$ cat config.mk
export PLATFORM = sky130hd
export DESIGN_NAME = axis_barker_detect_flat
export DESIGN_NICKNAME = d
export VERILOG_FILES = /design/src/rtl/barker_pkg.sv /design/src/rtl/axis_1bit.sv /design/src/rtl/popcount13.sv /design/src/rtl/axis_barker_detect.sv /design/src/flat_wrapper.sv
export SDC_FILE = /design/constraint.sdc
export NUM_CORES = 1
export LEC_CHECK = 0
export BUFFER_PORTS_ARGS = -buffer_cell sky130_fd_sc_hd__buf_2
export CORE_MARGIN = 5
export CORE_UTILIZATION = 52
export DETAILED_ROUTE_END_ITERATION = 16
export MAX_ROUTING_LAYER = met4
export PLACE_DENSITY = 0.76
export RECOVER_POWER = 100
export SLEW_MARGIN = 10
export SYNTH_ARGS = -nofsm -noshare
export SYNTH_HDL_FRONTEND = slang
export SYNTH_SLANG_ARGS = --single-unit
$ cat constraint.sdc
create_clock -name i_clk -period 3.74 [get_ports i_clk]
set_input_delay 0.561 -clock i_clk [delete_from_list [all_inputs] [get_ports i_clk]]
set_output_delay 0.561 -clock i_clk [all_outputs]
set_load 0.02 [all_outputs]
$ cat src/rtl/barker_pkg.sv
// Shared constants and state encoding for the Barker-13 chip-stream peak detector.
package barker_pkg;

  localparam int CORR_W = 5;
  localparam int WIN_W  = 13;

  // Oldest chip sits in the MSB, matching the window shift direction.
  localparam logic [WIN_W-1:0] BARKER13 = 13'b1111100110101;

  typedef enum logic [1:0] {
    FILL    = 2'd0,
    SEARCH  = 2'd1,
    HOLDOFF = 2'd2
  } state_e;

endpackage

$ cat src/rtl/axis_1bit.sv
// 1-bit AXI-Stream bundle shared by the chip-rate blocks.
interface axis_1bit;
  logic tvalid;
  logic tready;
  logic tdata;
  logic tuser;
  logic tlast;

  modport master (output tvalid, output tdata, output tuser, output tlast, input tready);
  modport slave  (input tvalid, input tdata, input tuser, input tlast, output tready);
endinterface

$ cat src/rtl/popcount13.sv
// Combinational count of set bits in a 13-bit word.
module popcount13 (
  input  logic [12:0] din,
  output logic [3:0]  ones
);

  always_comb begin
    ones = '0;
    for (int i = 0; i < 13; i++) begin
      ones = ones + 4'(din[i]);
    end
  end

endmodule

$ cat src/rtl/axis_barker_detect.sv
// Barker-13 correlator on a 1-bit AXI-Stream chip stream; flags |correlation| peaks
// with polarity, one output beat per accepted input beat, two-stage pipeline.
module axis_barker_detect
  import barker_pkg::state_e;
#(
  parameter int THRESHOLD = 11,
  parameter int HOLDOFF   = 12
) (
  input  logic                    i_clk,
  input  logic                    i_rst_n,
  axis_1bit.slave                 s_axis,
  axis_1bit.master                m_axis,
  output logic signed [4:0]       o_corr,
  output logic [15:0]             o_peak_cnt,
  output state_e                  o_state
);

  import barker_pkg::BARKER13;
  import barker_pkg::CORR_W;
  import barker_pkg::FILL;
  import barker_pkg::SEARCH;

  localparam int TW = CORR_W + 1;
  localparam logic signed [TW-1:0] TH_POS = TW'(THRESHOLD);
  localparam logic signed [TW-1:0] TH_NEG = -TH_POS;
  localparam logic [3:0] FILL_LAST = 4'd12;
  localparam logic [3:0] HOLD_LAST = 4'(HOLDOFF - 1);
  localparam bit HAS_HOLDOFF = (HOLDOFF != 0);

  // Handshake: a beat transfers on a rising edge where tvalid && tready. Both stages
  // advance together when the output register is empty or being drained (en), and
  // s_axis.tready is exactly en, so a stalled output freezes the whole pipe.
  logic en;
  logic accept;
  assign en            = !m_axis.tvalid || m_axis.tready;
  assign s_axis.tready = en;
  assign accept        = s_axis.tvalid && en;

  logic unused_tuser;
  assign unused_tuser = s_axis.tuser;

  // Stage 1: window shift and correlation register.
  logic [12:0]       win_q;
  logic [12:0]       win_next;
  logic [3:0]        mism;
  logic signed [4:0] corr_q;
  logic signed [4:0] corr_next;
  logic              s1_valid_q;
  logic              s1_last_q;

  assign win_next  = {win_q[11:0], s_axis.tdata};
  assign corr_next = 5'd13 - {mism, 1'b0};

  popcount13 u_popcount (
    .din  (win_next ^ BARKER13),
    .ones (mism)
  );

  always_ff @(posedge i_clk or negedge i_rst_n) begin
    if (!i_rst_n) begin
      win_q      <= '0;
      corr_q     <= '0;
      s1_valid_q <= 1'b0;
      s1_last_q  <= 1'b0;
    end else if (en) begin
      s1_valid_q <= accept;
      s1_last_q  <= accept && s_axis.tlast;
      if (accept) begin
        win_q  <= s_axis.tlast ? '0 : win_next;
        corr_q <= corr_next;
      end
    end
  end

  // Stage 2: frame state machine consumes each stage-1 beat as it moves to the output.
  state_e            state_q, state_d;
  logic [3:0]        fill_q, fill_d;
  logic [3:0]        hold_q, hold_d;
  logic signed [TW-1:0] corr_ext;
  logic              hit_pos, hit_neg, hit;
  logic              adv;
  logic              peak;
  logic              pol;

  assign corr_ext = TW'(corr_q);
  assign hit_pos  = corr_ext >= TH_POS;
  assign hit_neg  = corr_ext <= TH_NEG;
  assign hit      = hit_pos || hit_neg;
  assign adv      = en && s1_valid_q;

  always_comb begin
    state_d = state_q;
    fill_d  = fill_q;
    hold_d  = hold_q;
    peak    = 1'b0;
    pol     = 1'b0;
    if (adv) begin
      unique case (state_q)
        FILL: begin
          fill_d = fill_q + 4'd1;
          // The chip that completes the window is already judged like a SEARCH chip.
          if (fill_q == FILL_LAST) begin
            peak    = hit;
            pol     = hit_neg;
            hold_d  = '0;
            state_d = (hit && HAS_HOLDOFF) ? barker_pkg::HOLDOFF : SEARCH;
          end
        end
        SEARCH: begin
          peak = hit;
          pol  = hit_neg;
          if (hit && HAS_HOLDOFF) begin
            hold_d  = '0;
            state_d = barker_pkg::HOLDOFF;
          end
        end
        barker_pkg::HOLDOFF: begin
          hold_d = hold_q + 4'd1;
          if (hold_q == HOLD_LAST) state_d = SEARCH;
        end
        default: state_d = FILL;
      endcase
      if (s1_last_q) begin
        state_d = FILL;
        fill_d  = '0;
        hold_d  = '0;
      end
    end
  end

  always_ff @(posedge i_clk or negedge i_rst_n) begin
    if (!i_rst_n) begin
      state_q <= FILL;
      fill_q  <= '0;
      hold_q  <= '0;
    end else begin
      state_q <= state_d;
      fill_q  <= fill_d;
      hold_q  <= hold_d;
    end
  end

  always_ff @(posedge i_clk or negedge i_rst_n) begin
    if (!i_rst_n) begin
      m_axis.tvalid <= 1'b0;
      m_axis.tdata  <= 1'b0;
      m_axis.tuser  <= 1'b0;
      m_axis.tlast  <= 1'b0;
      o_peak_cnt    <= '0;
    end else if (en) begin
      m_axis.tvalid <= s1_valid_q;
      m_axis.tdata  <= peak;
      m_axis.tuser  <= peak && pol;
      m_axis.tlast  <= s1_last_q;
      if (peak && (o_peak_cnt != 16'hFFFF)) o_peak_cnt <= o_peak_cnt + 16'd1;
    end
  end

  assign o_corr  = corr_q;
  assign o_state = state_q;

endmodule

$ cat src/flat_wrapper.sv
// flat-port wrapper written by rule: the top's interface ports become plain ports
module axis_barker_detect_flat import barker_pkg::state_e; import barker_pkg::BARKER13; import barker_pkg::CORR_W; import barker_pkg::FILL; import barker_pkg::SEARCH;
#(
  parameter int THRESHOLD = 11,
  parameter int HOLDOFF   = 12
)
  (i_clk, i_rst_n, o_corr, o_peak_cnt, o_state, s_axis_tvalid, s_axis_tdata, s_axis_tuser, s_axis_tlast, s_axis_tready, m_axis_tvalid, m_axis_tdata, m_axis_tuser, m_axis_tlast, m_axis_tready);
  axis_1bit s_axis_i ();
  axis_1bit m_axis_i ();
  input  logic i_clk;
  input  logic i_rst_n;
  output logic signed [4:0] o_corr;
  output logic [15:0] o_peak_cnt;
  output state_e o_state;
  input wire logic [$bits(s_axis_i.tvalid)-1:0] s_axis_tvalid;
  input wire logic [$bits(s_axis_i.tdata)-1:0] s_axis_tdata;
  input wire logic [$bits(s_axis_i.tuser)-1:0] s_axis_tuser;
  input wire logic [$bits(s_axis_i.tlast)-1:0] s_axis_tlast;
  output wire logic [$bits(s_axis_i.tready)-1:0] s_axis_tready;
  output wire logic [$bits(m_axis_i.tvalid)-1:0] m_axis_tvalid;
  output wire logic [$bits(m_axis_i.tdata)-1:0] m_axis_tdata;
  output wire logic [$bits(m_axis_i.tuser)-1:0] m_axis_tuser;
  output wire logic [$bits(m_axis_i.tlast)-1:0] m_axis_tlast;
  input wire logic [$bits(m_axis_i.tready)-1:0] m_axis_tready;
  assign s_axis_i.tvalid = s_axis_tvalid;
  assign s_axis_i.tdata = s_axis_tdata;
  assign s_axis_i.tuser = s_axis_tuser;
  assign s_axis_i.tlast = s_axis_tlast;
  assign s_axis_tready = s_axis_i.tready;
  assign m_axis_tvalid = m_axis_i.tvalid;
  assign m_axis_tdata = m_axis_i.tdata;
  assign m_axis_tuser = m_axis_i.tuser;
  assign m_axis_tlast = m_axis_i.tlast;
  assign m_axis_i.tready = m_axis_tready;
  axis_barker_detect #(.THRESHOLD(THRESHOLD), .HOLDOFF(HOLDOFF)) u_core (.i_clk(i_clk), .i_rst_n(i_rst_n), .s_axis(s_axis_i), .m_axis(m_axis_i), .o_corr(o_corr), .o_peak_cnt(o_peak_cnt), .o_state(o_state));
endmodule
==> flow_summary.toml, run 1 <==
[finish]
syn2layout_area_growth_pct = 11.8
antenna_cells = 0
seq_area_um2 = 1230
stdcell_count = 381
n_fill_cell = 471
drive_gt1_share_pct = 10.9
finalNetCount = 336
fin_area_um2 = 3040
multi_input_area_um2 = 1370

[routing]
drcViolationCount = 0
dr.pass1.iters = 4
wl_per_cell_um = 13.5
drt_iter0_markers = 102
routed_via_density = 5.42
routed_wl_um = 5130
vias = 2064
ant_nets = 0

[timing]
worstMarginPinSlew_ns = 1.49
drv_slew = 0
hold_slack_ns = 0.455
setup_slack_ns = -0.236
hold_viol_final = 0
rsz0062_at_grt = "yes"
finalCriticalPeriod_ns = 3.98
maxSlewHeadroom_pct = 0.952
max_freq_mhz = 252
post-route-period-util_pct = 106
fin_skew_ns = 0.0105
setup-violations-final = 2

[power]
p_leak_nw = 1.30
switching_share_pct = 40.9
pwr_density_cell_nw_per_um2 = 618
finalPower_mw = 1.88
comb_power_share_pct = 43.1
switching_power_mw = 0.768
clockPowerShare_pct = 16.6
p_seq_share_pct = 40.4
ir_drop_uv = 244
p_int_mw = 1.11

[synth]
syn_nets = 297
synth_area_leader_cell = "dfrtp_1"
ys_seq_area_share_pct = 45.1
synth_common_cells = "49 x dfrtp_1, 43 x nand2_1, 19 x inv_1"
ys_async_sr_fraction_pct = 100
ys_seq_elements = 49
syn_area_per_cell_um2 = 10.0
netlist.area_leader.share_pct = 45.1
yosysMostFrequentCell = "dfrtp_1"
syn_inst = 271
netlist_top_cells_area = "dfrtp_1 45%, nand2_1 5.9%, fa_1 5.9%"
synthFlopType = "dfrtp_1"
ys_types = 42
yosys_warnings = 0
syn_area_um2 = 2720
synth_edf_count = 0

[worst_setup_path]
setup.worst_path.start_class = "flop"
r2r-start = "u_core.win_q[1]$_DFFE_PN0P_"
crit_path_end_kind = "flop"
crit_start = "u_core.win_q[1]$_DFFE_PN0P_"
r2r_slack_ns = -0.24
cp.required_ns = 3.90
critPathArrivalTime_ns = 4.14
cp_max_fo = 2
worstSetupPathType = "reg2reg"

[floorplanning]
core_area_um2 = 5070
pin_count = 35
start_util_pct = 53.5
fp.dieArea_um2 = 6770
dieHeight_um = 82.3
die_w_um = 82.3
rows = 26

[cts]
htree_levels = 2
numCtsBuffers = 5
cts.sinks = 49
root_buffer = "clkbuf_8"
cts_hold_buf = 0
clkTransAtPathRegs_ns = 0.09
clockBufferDepth = 2
cts_tree = "built"
insertion_delay_ns = 0.30

[place]
dp_cells = 373
dpl_cell_area_um2 = 2990
placement.io_buffers = 33
dpl.hpwl_um = 3720
gp_congestion = 0.779
post-place-ws_ns = -0.552

[global_routing]
met1_usage_pct = 22.8
grt_start_max_net_pins = 34
grt_pass1_wl_um = 8890
use_met2_pct = 27.1
grt_pass1_vias = 1968
grt-ovfl-total = 0
track_usage_pct = 17.6
met3_usage_pct = 3.80
grt_busiest_layer = "met2"
antenna_found_initial = 0

[outcome]
status = "finished, violations left"
violations = "negative setup slack"

[run]
drv_cap = 0

[hold_path]
hp-class = "in2async"
layer usage:
metal	vias to the layer above	share of wire, %
met5	-	0
met4	0	1.4
met3	9	5.3
met2	43	46
met1	995	47
li1	1017	-
area by class of cell:
| cell class | count | share of cell area (%) |
|---|---|---|
| Multi-Input combinational cell | 193 | 45.2 |
| Sequential cell | 49 | 40.4 |
| Timing Repair Buffer | 41 | 6.10 |
| Tap cell | 70 | 2.88 |
| Inverter | 20 | 2.47 |
| Clock buffer | 5 | 2.27 |
| Clock inverter | 3 | 0.700 |
critical path, stage by stage, from the launching register on:
cell	delay, ns
dfrtp_1	0.40
fa_1	0.52
inv_2	0.04
fa_1	0.52
fa_1	0.43
fa_1	0.46
fa_2	0.36
inv_2	0.06
fa_1	0.43
inv_2	0.09
ha_4	0.12
xor2_1	0.19
xnor2_1	0.14
o21ai_1	0.07
logic make-up (layout without fill, tap and decap cells):
family	after synthesis	count (layout)	synth area share (%)
XOR/XNOR	16	16	5.16
adder cells (fa/ha/maj)	19	19	11.0
buffers and inverters	29	69	4.24
AND/OR/NAND/NOR	109	109	21.6
flip-flops	49	49	45.1
multiplexers	3	3	1.24
AO/OA/AOI/OAI	46	46	11.6
flip-flops by register name (all words and copies together) (netlist names):
signal / flops
u_core.hold_q: 4
u_core.s1_last_q: 1
u_core.m_axis.tuser: 1
u_core.m_axis.tlast: 1
u_core.o_corr: 5
u_core.fill_q: 4
u_core.o_state: 2
u_core.m_axis.tdata: 1
u_core.win_q: 12
u_core.m_axis.tvalid: 1
u_core.o_peak_cnt: 16
u_core.s1_valid_q: 1
power groups by stage:
stage          Clock [mW]  Combinational, mW  Sequential [mW]
2_1_floorplan           0              0.531            0.800
5_1_grt             0.352              0.926            0.781
4_1_cts             0.328              0.800            0.756
6_report            0.311              0.809            0.759
3_3_place_gp            0              0.767            0.761
3_5_place_dp            0              0.790            0.766
through the flow:
step	utilization (%)	setup TNS (ns)
after floorplan	-	-0.570
after global placement	58.9	-1.10
after detailed placement	58.9	-1.29
after CTS	60.7	-0.392
after global routing	59.9	-0.830
final	59.9	-0.408
worst paths after layout:
path	cells after the start	endpoint
max in group asynchronous	2	u_core.o_corr[4]$_DFFE_PN0P_
worst max register to register	13	u_core.o_corr[3]$_DFFE_PN0P_
worst min-delay path	1	u_core.o_peak_cnt[8]$_DFFE_PN0P_
worst max-delay path	13	u_core.o_corr[3]$_DFFE_PN0P_
worst min register to register	2	u_core.win_q[7]$_DFFE_PN0P_
min in group i_clk	2	u_core.win_q[7]$_DFFE_PN0P_
timing repair:
item | CTS | global route
pin swaps | 1 | 1
resized for setup | 1 | 5
endpoints found under the setup margin | 2 | 3
setup buffers | 0 | 0
cell usage in the layout (no fill, tap or decap), types with 3 or more instances in the layout:
cell type,netlist,layout
a21oi_1,12,11
and3_1,5,5
buf_2,1,4
buf_4,1,7
clkbuf_1,6,30
clkbuf_8,0,5
dfrtp_1,49,49
fa_1,8,7
ha_1,11,10
inv_1,19,17
inv_2,1,3
mux2_2,3,3
nand2_1,43,43
nand2b_1,14,13
nand3_1,8,8
nand3b_1,5,5
nand4_1,10,10
nor2_1,4,4
nor3_1,7,7
o21ai_0,17,15
o311ai_0,3,4
o31ai_1,5,5
xnor2_1,14,14
Note: power is estimated with default switching activity, not from simulation.
==> run 2: changes to the inputs <==
--- a/config.mk
+++ b/config.mk
@@ -7,10 +7,11 @@
 export LEC_CHECK = 0
 export BUFFER_PORTS_ARGS = -buffer_cell sky130_fd_sc_hd__buf_2
 export CORE_MARGIN = 5
-export CORE_UTILIZATION = 52
+export CORE_UTILIZATION = 58
+export CTS_CLUSTER_DIAMETER = 200
 export DETAILED_ROUTE_END_ITERATION = 16
 export MAX_ROUTING_LAYER = met4
-export PLACE_DENSITY = 0.76
+export PLACE_DENSITY = 0.8
 export RECOVER_POWER = 100
 export SLEW_MARGIN = 10
 export SYNTH_ARGS = -nofsm -noshare
==> constraint.sdc (replaced) <==
create_clock -name i_clk -period 4.5 [get_ports i_clk]
set_input_delay 0.675 -clock i_clk [delete_from_list [all_inputs] [get_ports i_clk]]
set_output_delay 0.675 -clock i_clk [all_outputs]
set_load 0.02 [all_outputs]
==> run 2 against run 1 <==
Against the previous run: the run ends with max-capacitance violations, max-slew violations left; non-clock buffer count fell by 8; critical path depth up 1; final cell count decreased by 6.8%; routed wire length is 0.29% higher; flip-flop and latch count stayed put; combinational power fell by 25%; via count shrank 0.68%; sequential share of layout area up 1.1 points; critical path type is now in2reg; highest routed layer unchanged.
==> flow_summary.toml, run 2 (synthesis results as in run 1) <==
[timing]
finalCriticalPeriod_ns = 4.15
setup-violations-final = 0
maxSlewHeadroom_pct = -63.6
setup_slack_ns = 0.350
rsz0062_at_grt = "no"
fin_skew_ns = 0.00729
worstMarginPinSlew_ns = 2.45
tns_ns = 0
max_freq_mhz = 241
hold_viol_final = 0
post-route-period-util_pct = 92.2
drv_slew = 50

[finish]
antenna_cells = 0
regMostFlops = "u_core.o_peak_cnt"
finalNetCount = 328
layout_common_cells = "49 x dfrtp_1, 43 x nand2_1, 30 x clkbuf_1, 20 x inv_1, 17 x o21ai_0"
drive_gt1_share_pct = 6.27
n_fill_cell = 368
stdcell_count = 355
syn2layout_area_growth_pct = 8.84
fin_area_um2 = 2960
final_common_cell = "dfrtp_1"
largest_register_ffs = 16

[worst_setup_path]
r2r-start = "u_core.win_q[1]$_DFFE_PN0P_"
cp_top_family = "adder cells"
crit_path_end_kind = "flop"
r2r_end = "u_core.o_corr[3]$_DFFE_PN0P_"
slowest_delay_ns = 0.54
cp_cell_sequence = "clkbuf_1, fa_1, inv_1, fa_1, fa_1, fa_1, fa_1, inv_1, fa_1, inv_1, ha_1, xor2_1, xnor2_1, o21ai_0"
critPathArrivalTime_ns = 4.30
cp_max_fo = 2
setup.worst_path.start_class = "primary input"
worst_path_most_repeated_cell = "fa_1"
r2r_cells = 13
r2r_slack_ns = 0.43
cp_num_buf_inv = 4
worstSetupPathType = "in2reg"
cp.required_ns = 4.65
crit_slowest_cell = "fa_1"

[power]
p_leak_nw = 1.27
pwr_density_cell_nw_per_um2 = 524
ir_drop_uv = 288

[floorplanning]
pin_count = 35
core_area_um2 = 4440
rows = 24
fp.dieArea_um2 = 6150
dieHeight_um = 78.4
die_w_um = 78.4
start_util_pct = 61.1

[routing]
ant_nets = 0
dr.pass1.iters = 4
routed_via_density = 5.77
vias = 2050
drt_iter0_markers = 124
routed_wl_um = 5140
wl_per_cell_um = 14.5
drcViolationCount = 0

[place]
gp_congestion = 0.815
dp_cells = 347
dpl_cell_area_um2 = 2910
post-place-ws_ns = 0.00720
placement.io_buffers = 33
dpl.hpwl_um = 3690

[hold_path]
hp-class = "reg2reg"
min_to = "u_core.win_q[9]$_DFFE_PN0P_"
hold_depth = 2
holdCritStartpoint = "u_core.win_q[9]$_DFFE_PN0P_"

[run]
drv_cap = 2

[cts]
clockBufferDepth = 2
cts_hold_buf = 0
post_cts_buffers = 0
numCtsBuffers = 5
cts_tree = "built"
htree_levels = 2
clkTransAtPathRegs_ns = 0.09
root_buffer = "clkbuf_8"
cts.sinks = 49
cts_resized = 0
insertion_delay_ns = 0.30

[global_routing]
grt_pass1_vias = 2012
antenna_found_initial = 0
grt_pass1_wl_um = 9250
grt-ovfl-total = 0
grt_start_max_net_pins = 50
track_usage_pct = 19.3

[outcome]
status = "finished, violations left"
violations = "max-capacitance violations, max-slew violations"
==> run 2: worst max-delay path by stage <==
stage | depth (start not counted) | slack (ns) | start | to
2_1_floorplan | 13 | 0.32 | s_axis_tdata | u_core.o_corr[3]$_DFFE_PN0P_
3_3_place_gp | 14 | 0.08 | s_axis_tdata | u_core.o_corr[3]$_DFFE_PN0P_
3_5_place_dp | 14 | 0.007 | s_axis_tdata | u_core.o_corr[3]$_DFFE_PN0P_
4_1_cts | 14 | 0.33 | s_axis_tdata | u_core.o_corr[3]$_DFFE_PN0P_
5_1_grt | 14 | 0.11 | s_axis_tdata | u_core.o_corr[3]$_DFFE_PN0P_
6_report | 14 | 0.35 | s_axis_tdata | u_core.o_corr[3]$_DFFE_PN0P_
==> run 2: worst min-delay path, cell delays in order, from the launching register on <==
cell     delay [ns]
dfrtp_1        0.35
nand2_1        0.05
o31ai_1        0.06
==> run 2: where the power goes <==
group	switching, mW	leakage [nW]	total, mW	internal [mW]
logic	0.364	0.589	0.604	0.241
clock network	0.148	0.0543	0.315	0.166
registers	0.107	0.628	0.631	0.524
total	0.619	1.27	1.55	0.931
==> run 2: routing by layer <==
layer	part of all wire, %	GRT usage [%]	wire length [µm]	vias up
met2	46	31.2	2360	44
met4	1.7	6.12	89	0
li1	-	-	-	994
met5	0	-	0	-
met1	48	24.0	2460	1003
met3	4.5	4.92	232	9
==> run 2: cell type report <==
cell class              count  area [µm²]  area share (%)
repair buffers             33         128            4.32
clock buffers               5        68.8            2.33
flip-flops and latches     49        1230            41.5
inverters                  20        75.1            2.54
clock inverters             3        46.3            1.57
well taps                  52        65.1            2.20
multi-input cells         193        1350            45.6
==> run 2: per-stage QoR <==
step / util, % / hold slack, ns / power (mW)
after CTS: 68.0 / 0.496 / 1.59
after floorplan: - / 0.379 / 1.10
after global routing: 66.5 / 0.506 / 1.70
final: 66.5 / 0.493 / 1.55
after global placement: 65.4 / 0.461 / 1.24
after detailed placement: 65.4 / 0.472 / 1.27
==> run 3: changes to the inputs <==
--- a/config.mk
+++ b/config.mk
@@ -7,11 +7,10 @@
 export LEC_CHECK = 0
 export BUFFER_PORTS_ARGS = -buffer_cell sky130_fd_sc_hd__buf_2
 export CORE_MARGIN = 5
-export CORE_UTILIZATION = 58
+export CORE_UTILIZATION = 37
 export CTS_CLUSTER_DIAMETER = 200
 export DETAILED_ROUTE_END_ITERATION = 16
 export MAX_ROUTING_LAYER = met4
-export PLACE_DENSITY = 0.8
 export RECOVER_POWER = 100
 export SLEW_MARGIN = 10
 export SYNTH_ARGS = -nofsm -noshare
==> run 3 against run 2 <==
Against the previous run: the run still ends with max-capacitance violations, max-slew violations left; via count fell by 2.6%; die area rose by 49%; first-iteration DRC count rose by 4.0%; count of clock-buffer cells in the layout did not move; clock skew fell by 0.0016 ns; cell area rose by 2.6%.
==> flow_summary.toml, run 3 (synthesis results as in run 1) <==
[outcome]
status = "finished, violations left"
violations = "max-capacitance violations, max-slew violations"

[routing]
routed_via_density = 4.96
route.met2.wl_um = 2540
routed_wl_um = 5280
drt_iter0_markers = 129
drcViolationCount = 0
wl_per_cell_um = 13.1
dr.pass1.iters = 4
topRoutingLayerUsed = "met4"
ant_nets = 0
met1Wirelength_um = 2420
vias = 1997
dr_wl_met3_um = 224

[floorplanning]
start_util_pct = 37.7
dieHeight_um = 95.7
core_area_um2 = 7210
die_w_um = 95.7
pin_count = 35
fp.dieArea_um2 = 9150
rows = 31

[global_routing]
grt_pass1_wl_um = 9290
antenna_found_initial = 0
track_usage_pct = 13.4
grt_pass1_vias = 1996
grt_start_max_net_pins = 50
grt-ovfl-total = 0

[power]
finalPower_mw = 1.60
ir_drop_uv = 244
pwr_density_cell_nw_per_um2 = 526
p_leak_nw = 1.29

[cts]
cts_hold_buf = 0
insertion_delay_ns = 0.31
root_buffer = "clkbuf_8"
cts_tree = "built"
post_cts_buffers = 0
clkTransAtPathRegs_ns = 0.09
cts.sinks = 49
clockBufferDepth = 2
cts_resized = 0
numCtsBuffers = 5
htree_levels = 2

[place]
gp_congestion = 0.765
placement.io_buffers = 33
dpl.hpwl_um = 3880
dp_cells = 395

[timing]
rsz0062_at_grt = "no"
tns_ns = 0
drv_slew = 66
hold_slack_ns = 0.478
fin_skew_ns = 0.00574
setup-violations-final = 0
finalCriticalPeriod_ns = 4.09
maxSlewHeadroom_pct = -73.4
max_freq_mhz = 244
hold_viol_final = 0
post-route-period-util_pct = 91.0
worstMarginPinSlew_ns = 2.60

[worst_setup_path]
worstSetupPathType = "in2reg"
setup.worst_path.start_class = "primary input"
critPathArrivalTime_ns = 4.25
r2r_slack_ns = 0.49
crit_path_end_kind = "flop"
cp.required_ns = 4.65
cp_max_fo = 2

[finish]
n_fill_cell = 733
drive_gt1_share_pct = 6.25
finalNetCount = 329
multi_input_area_um2 = 1340
seq_area_um2 = 1230
final_common_cell = "dfrtp_1"
largest_register_ffs = 16
antenna_cells = 0
regMostFlops = "u_core.o_peak_cnt"
layout_common_cells = "49 x dfrtp_1, 43 x nand2_1, 30 x clkbuf_1, 20 x inv_1, 17 x o21ai_0"
stdcell_count = 403
syn2layout_area_growth_pct = 11.7

[run]
drv_cap = 2

[hold_path]
hp-class = "reg2reg"
## run 3: worst paths after layout
| kind | start | endpoint | cells past startpoint |
|---|---|---|---|
| setup / recovery | s_axis_tdata | u_core.o_corr[3]$_DFFE_PN0P_ | 14 |
| hold / removal | u_core.m_axis.tlast$_DFFE_PN0N_ | u_core.m_axis.tlast$_DFFE_PN0N_ | 2 |
| setup reg to reg | u_core.win_q[1]$_DFFE_PN0P_ | u_core.o_corr[3]$_DFFE_PN0P_ | 13 |
| hold reg to reg | u_core.m_axis.tlast$_DFFE_PN0N_ | u_core.m_axis.tlast$_DFFE_PN0N_ | 2 |
| max in group asynchronous | i_rst_n | u_core.o_corr[1]$_DFFE_PN0P_ | 2 |
| min in group asynchronous | i_rst_n | u_core.o_peak_cnt[6]$_DFFE_PN0P_ | 2 |
## run 3: layout make-up
cell class | count | share of cell area, %
Tap cell | 99 | 4.08
Clock buffer | 5 | 2.27
Inverter | 20 | 2.47
Multi-Input combinational cell | 193 | 44.2
Sequential cell | 49 | 40.4
Clock inverter | 3 | 2.14
Timing Repair Buffer | 34 | 4.37
## run 3: power by group
part	switching, mW	total [mW]	internal (mW)
logic	0.359	0.598	0.239
clock network	0.149	0.370	0.221
registers	0.105	0.629	0.524
## run 3: worst max-delay path, stage by stage
cell      delay [ns]
clkbuf_1        0.11
fa_1            0.53
inv_1           0.05
fa_1            0.47
fa_1            0.51
fa_1            0.43
fa_1            0.39
inv_1           0.08
fa_1            0.41
inv_1           0.07
ha_1            0.15
xor2_1          0.17
xnor2_1         0.13
o21ai_0         0.08
## run 3: per-stage QoR
stage                     worst slack [ns]  utilization (%)  area, µm²
after floorplan                      0.316                -       2720
after global placement              0.0828             41.2       2970
after detailed placement            0.0422             41.2       2970
after CTS                            0.377             43.1       3110
after global routing                 0.204             42.1       3030
final                                0.406             42.1       3030
## run 3: routing by layer
layer	global-route usage (%)	vias up
met1	15.7	957
met4	5.33	0
met5	-	-
met3	2.68	8
met2	22.6	29
li1	-	1003
